==> src/rtl/exec_unit_seq.sv <==
// Multi-cycle execution unit: a small register-file memory feeding an ALU
// through a fixed IDLE -> RD1 -> RD2 -> EXE -> WB sequence.
module exec_unit_seq #(
  parameter int WIDTH = 8,
  parameter int AW    = 5
) (
  input  logic             clk,
  input  logic             rst,
  input  logic             start,
  input  logic [3:0]       opcode,
  input  logic [AW-1:0]    addr1,
  input  logic [AW-1:0]    addr2,
  input  logic [AW-1:0]    addr3,
  input  logic [WIDTH-1:0] number,
  input  logic             ld_en,
  input  logic [AW-1:0]    ld_addr,
  input  logic [WIDTH-1:0] ld_data,
  output logic             busy,
  output logic             done,
  output logic [WIDTH-1:0] a,
  output logic [WIDTH-1:0] b,
  output logic [WIDTH-1:0] out1,
  output logic [3:0]       flag1
);
  localparam int M = WIDTH - 1;

  typedef enum logic [2:0] {IDLE, RD1, RD2, EXE, WB} state_t;
  state_t r_state, w_next;

  logic [WIDTH-1:0] r_mem [2**AW];
  logic [3:0]       r_op;
  logic [AW-1:0]    r_addr1, r_addr2, r_addr3;
  logic [WIDTH-1:0] r_num, r_a, r_b, r_out;
  logic [3:0]       r_flag;

  logic [AW-1:0]    w_rd_addr;
  logic [WIDTH-1:0] w_rd_data, w_opb, w_res;
  logic [WIDTH:0]   w_add, w_sub;
  logic             w_c, w_v, w_writes, w_wb_we, w_ld_we;

  always_comb begin
    w_next = r_state;
    case (r_state)
      IDLE:    if (start) w_next = RD1;
      RD1:     w_next = RD2;
      RD2:     w_next = EXE;
      EXE:     w_next = WB;
      WB:      w_next = IDLE;
      default: w_next = IDLE;
    endcase
  end

  always_ff @(posedge clk) begin
    if (rst) r_state <= IDLE;
    else     r_state <= w_next;
  end

  // Single read path shared by both operand fetch states.
  assign w_rd_addr = (r_state == RD1) ? r_addr1 : r_addr2;
  assign w_rd_data = r_mem[w_rd_addr];

  assign w_writes = (r_op <= 4'hB);
  assign w_wb_we  = !rst && (r_state == WB) && w_writes;
  assign w_ld_we  = !rst && (r_state == IDLE) && ld_en;

  // Memory is deliberately left out of reset.
  always_ff @(posedge clk) begin
    if (w_wb_we)      r_mem[r_addr3] <= r_out;
    else if (w_ld_we) r_mem[ld_addr] <= ld_data;
  end

  assign w_opb = (r_op == 4'h8 || r_op == 4'h9) ? WIDTH'(1) : r_b;
  assign w_add = {1'b0, r_a} + {1'b0, w_opb};
  assign w_sub = {1'b0, r_a} - {1'b0, w_opb};

  always_comb begin
    w_res = '0;
    w_c   = 1'b0;
    w_v   = 1'b0;
    case (r_op)
      4'h0, 4'h8: begin
        w_res = w_add[M:0];
        w_c   = w_add[WIDTH];
        w_v   = (r_a[M] == w_opb[M]) && (w_res[M] != r_a[M]);
      end
      4'h1, 4'h9, 4'hC: begin
        w_res = w_sub[M:0];
        w_c   = w_sub[WIDTH];
        w_v   = (r_a[M] != w_opb[M]) && (w_res[M] != r_a[M]);
      end
      4'h2: w_res = r_a & r_b;
      4'h3: w_res = r_a | r_b;
      4'h4: w_res = r_a ^ r_b;
      4'h5: w_res = ~r_a;
      4'h6: begin
        w_res = {r_a[M-1:0], 1'b0};
        w_c   = r_a[M];
      end
      4'h7: begin
        w_res = {1'b0, r_a[M:1]};
        w_c   = r_a[0];
      end
      4'hA: w_res = r_a;
      4'hB: w_res = r_num;
      default: w_res = '0;
    endcase
  end

  always_ff @(posedge clk) begin
    if (rst) begin
      r_op    <= '0;
      r_addr1 <= '0;
      r_addr2 <= '0;
      r_addr3 <= '0;
      r_num   <= '0;
      r_a     <= '0;
      r_b     <= '0;
      r_out   <= '0;
      r_flag  <= '0;
    end else begin
      case (r_state)
        IDLE: if (start) begin
          r_op    <= opcode;
          r_addr1 <= addr1;
          r_addr2 <= addr2;
          r_addr3 <= addr3;
          r_num   <= number;
        end
        RD1: r_a <= w_rd_data;
        RD2: r_b <= w_rd_data;
        EXE: begin
          // CMP updates flags only; D-F leave both result and flags alone.
          if (r_op <= 4'hC) r_flag <= {w_v, w_res[M], ~|w_res, w_c};
          if (w_writes)     r_out  <= w_res;
        end
        default: ;
      endcase
    end
  end

  assign busy  = (r_state != IDLE);
  assign done  = (r_state == WB) && !rst;
  assign a     = r_a;
  assign b     = r_b;
  assign out1  = r_out;
  assign flag1 = r_flag;
endmodule
==> config.mk <==
export PLATFORM = sky130hd
export DESIGN_NAME = exec_unit_seq
export DESIGN_NICKNAME = d
export VERILOG_FILES = /design/src/rtl/exec_unit_seq.sv
export SDC_FILE = /design/constraint.sdc
export NUM_CORES = 1
export LEC_CHECK = 0
export CAP_MARGIN = 20
export CORE_AREA = 2 2 215 175
export CTS_CLUSTER_SIZE = 25
export DETAILED_ROUTE_END_ITERATION = 12
export DIE_AREA = 0 0 217 177
export PLACE_DENSITY = 0.67
export SLEW_MARGIN = 10
export SYNTH_ARGS = -nofsm -noshare
export SYNTH_HDL_FRONTEND = slang
export SYNTH_SLANG_ARGS = --single-unit
==> constraint.sdc <==
create_clock -name clk -period 4.7 [get_ports clk]
set_clock_uncertainty 0.15 [all_clocks]
set_input_delay 0.94 -clock clk [delete_from_list [all_inputs] [get_ports clk]]
set_output_delay 0.94 -clock clk [all_outputs]
set_load 0.05 [all_outputs]
==> impl_metrics.csv <==
group,metric,value,unit
floorplan,core,0.0364,mm²
timing,setup_tns,0,ns
finish,area_delta_synth_final,16.7,%
floorplan,io-pin-count,74,
power,irDropWorstVdd,0.212,mV
routing,dr.pass1.iters,8,
setup_path,start_kind,"input pin",
setup_path,arrival,2.63,ns
synthesis,syn-cell-area,0.0143,mm²
synthesis,ys_seq_elements,314,
synthesis,synth_commonest_cells,"edfxtp_1 (256), nand2_1 (230), nor2_1 (95)",
synthesis,synth.most_common_cell,"edfxtp_1",
grt,grt_pass1_wl,60900,µm
worst_hold_path,holdCritPathClass,"flop to flop",
timing,min_period_over_period,79.2,%
timing,grt_setup_unrepaired,"no",
setup_path,end_kind,"output port",
synthesis,synth_top_area_share,53.8,%
floorplan,fp.dieH,177,µm
placement,port_buffers,73,
clock_tree,root_buffer,"clkbuf_16",
timing,maxSlewViolCount,0,
placement,dp_hpwl,27700,µm
finish,drive_gt1_share,8.75,%
clock_tree,cts_made_buffers,34,
synthesis,synth_edf_count,256,
clock_tree,holdBufCountCts,0,
clock_tree,post_cts_resize_count,0,
clock_tree,cts_buffer_depth,3,
synthesis,ys_seq_area_share,61.9,%
synthesis,syn_inst,1194,
setup_path,critical_path_class,"input pin to output port",
synthesis,yosys_warnings,0,
routing,routed_wl,40700,µm
timing,worst_pin_slew,0.993,ns
routing,drtIter0Drc,1488,
clock_tree,tritoncts,"yes",
timing,fmax,269,MHz
placement,gp_congestion,0.969,
synthesis,synthArstFlopShare,0,%
grt,first_global_vias,9692,
clock_tree,clock_sinks,314,
grt,overflow,0,
floorplan,fp.dieArea,0.0384,mm²
grt,grt_max_degree,59,
routing,num_vias,10200,
floorplan,fp.dieW,217,µm
power,cellPowerDensity,409,mW/mm²
status,status,"finished clean",
grt,antenna_found_initial,2,
routing,wl_per_cell,22.8,µm
clock_tree,h-tree-depth,2,
setup_path,worstPathRequired,3.61,ns
floorplan,fp-row-count,63,
grt,grtUsageTotal,21.2,%
synthesis,syn_avg_cell_area,12.0,µm²
routing,antenna_left,0,
timing,hold_viol,0,
routing,viasPerCell,5.73,
placement,placed_cells_incl_taps,1717,
setup_path,cp_max_fo,4,
finish,final_cells,1781,
power,power.total,6830,µW
setup_path,r2r_setup_slack,1.07,ns
synthesis,synth.distinct_cells,75,
flow_run,cap_violations,0,
floorplan,initial_utilization,39.3,%
clock_tree,clkLatencyLatePin,0.52,ns
finish,nNetsFinal,1347,
timing,relSlewSlack,33.6,%
timing,fin_crit,3.72,ns
synthesis,synthFlopType,"edfxtp_1",
routing,drc,0,
power,leakage,0.00576,µW
synthesis,synth_area_leader_cell,"edfxtp_1",
synthesis,synth_nets,1274,
clock_tree,cts_setup_buffers,0,
clock_tree,clk_pin_slew_worst_paths,0.06,ns
synthesis,synth.top_cells.by_area,"edfxtp_1 (54%), dfxtp_1 (8.1%), nand2_1 (6.0%), mux2i_1 (5.6%), a32oi_1 (4.0%)",
timing,setup_viol,0,
-- placed cells by master, fill, tap and decap left out, types with 4 or more instances in the layout --
cell type / count
a21oi_1: 44
o22ai_1: 5
o21ai_0: 18
ha_1: 34
a32oi_1: 65
mux4_2: 4
a21o_1: 10
mux2i_1: 79
or2_2: 8
clkinv_2: 10
clkbuf_16: 35
nand3b_1: 10
a211oi_1: 10
clkdlybuf4s50_1: 72
dfxtp_1: 58
a22o_1: 8
nor3_1: 25
nor2_1: 95
nor3b_1: 8
nand4_1: 15
a31oi_1: 7
edfxtp_1: 256
and2_1: 6
nand2b_1: 10
mux2_2: 6
inv_1: 35
clkbuf_1: 6
buf_4: 22
nor2b_1: 6
nand3_1: 14
nand2_1: 230
-- per-stage QoR --
| stage | hold slack (ns) | setup WS [ns] | instance area [µm²] | utilization (%) |
|---|---|---|---|---|
| finish | 0.309 | 0.976 | 16700 | 45.8 |
| floorplan | 0.282 | 0.223 | 14300 | - |
| global route | 0.338 | 0.836 | 16700 | 45.8 |
| global placement | 0.296 | 0.668 | 15600 | 42.8 |
| CTS | 0.308 | 0.946 | 16700 | 45.8 |
| detailed placement | 0.299 | 0.568 | 15600 | 42.8 |
-- worst paths after layout --
kind	from	to	cells past startpoint
worst max register to register	r_state[0]	b[7]	8
worst max-delay path	rst	done	3
worst min register to register	r_num[5]	r_num[5]	2
worst min-delay path	r_num[5]	r_num[5]	2
-- critical path, cell delays in order --
cell and delay (ns):
buf_2 0.13, nor4b_1 0.61, clkdlybuf4s50_1 0.96
-- flip-flops by register name, summed over array words and instances, names as in the netlist --
name / flops
r_mem: 256
a: 8
b: 8
out1: 8
r_num: 8
r_addr1: 5
r_addr2: 5
r_addr3: 5
flag1: 4
r_op: 4
r_state: 3
-- power by group --
part | internal, µW | total [µW] | switching [µW]
logic | 348 | 1020 | 674
clock network | 1550 | 2660 | 1110
registers | 3070 | 3150 | 74.1
total | 4970 | 6830 | 1860
-- cell families after synthesis --
family	synth area share [%]
xor+xnor	0.306
mux	7.06
flops	61.9
fa+ha+maj	3.26
compound gates	10.6
buf+inv	3.06
simple gates	13.8
-- final cells by class --
cell class,count,area (µm²)
fillers,3313,19700
flip-flops and latches,314,8850
multi-input cells,782,5030
repair buffers,98,951
clock buffers,41,898
well taps,487,609
clock inverters,20,210
inverters,37,139
diodes,2,5.00
-- layer usage --
| metal | global-route usage (%) | part of all wire, % | vias up |
|---|---|---|---|
| met5 | 0 | 0 | - |
| met4 | 6.39 | 2.7 | 0 |
| met3 | 6.03 | 11 | 81 |
| met2 | 30.4 | 42 | 530 |
| met1 | 30.9 | 44 | 4988 |
| li1 | - | - | 4605 |
Note: power is estimated with default switching activity, not from simulation.
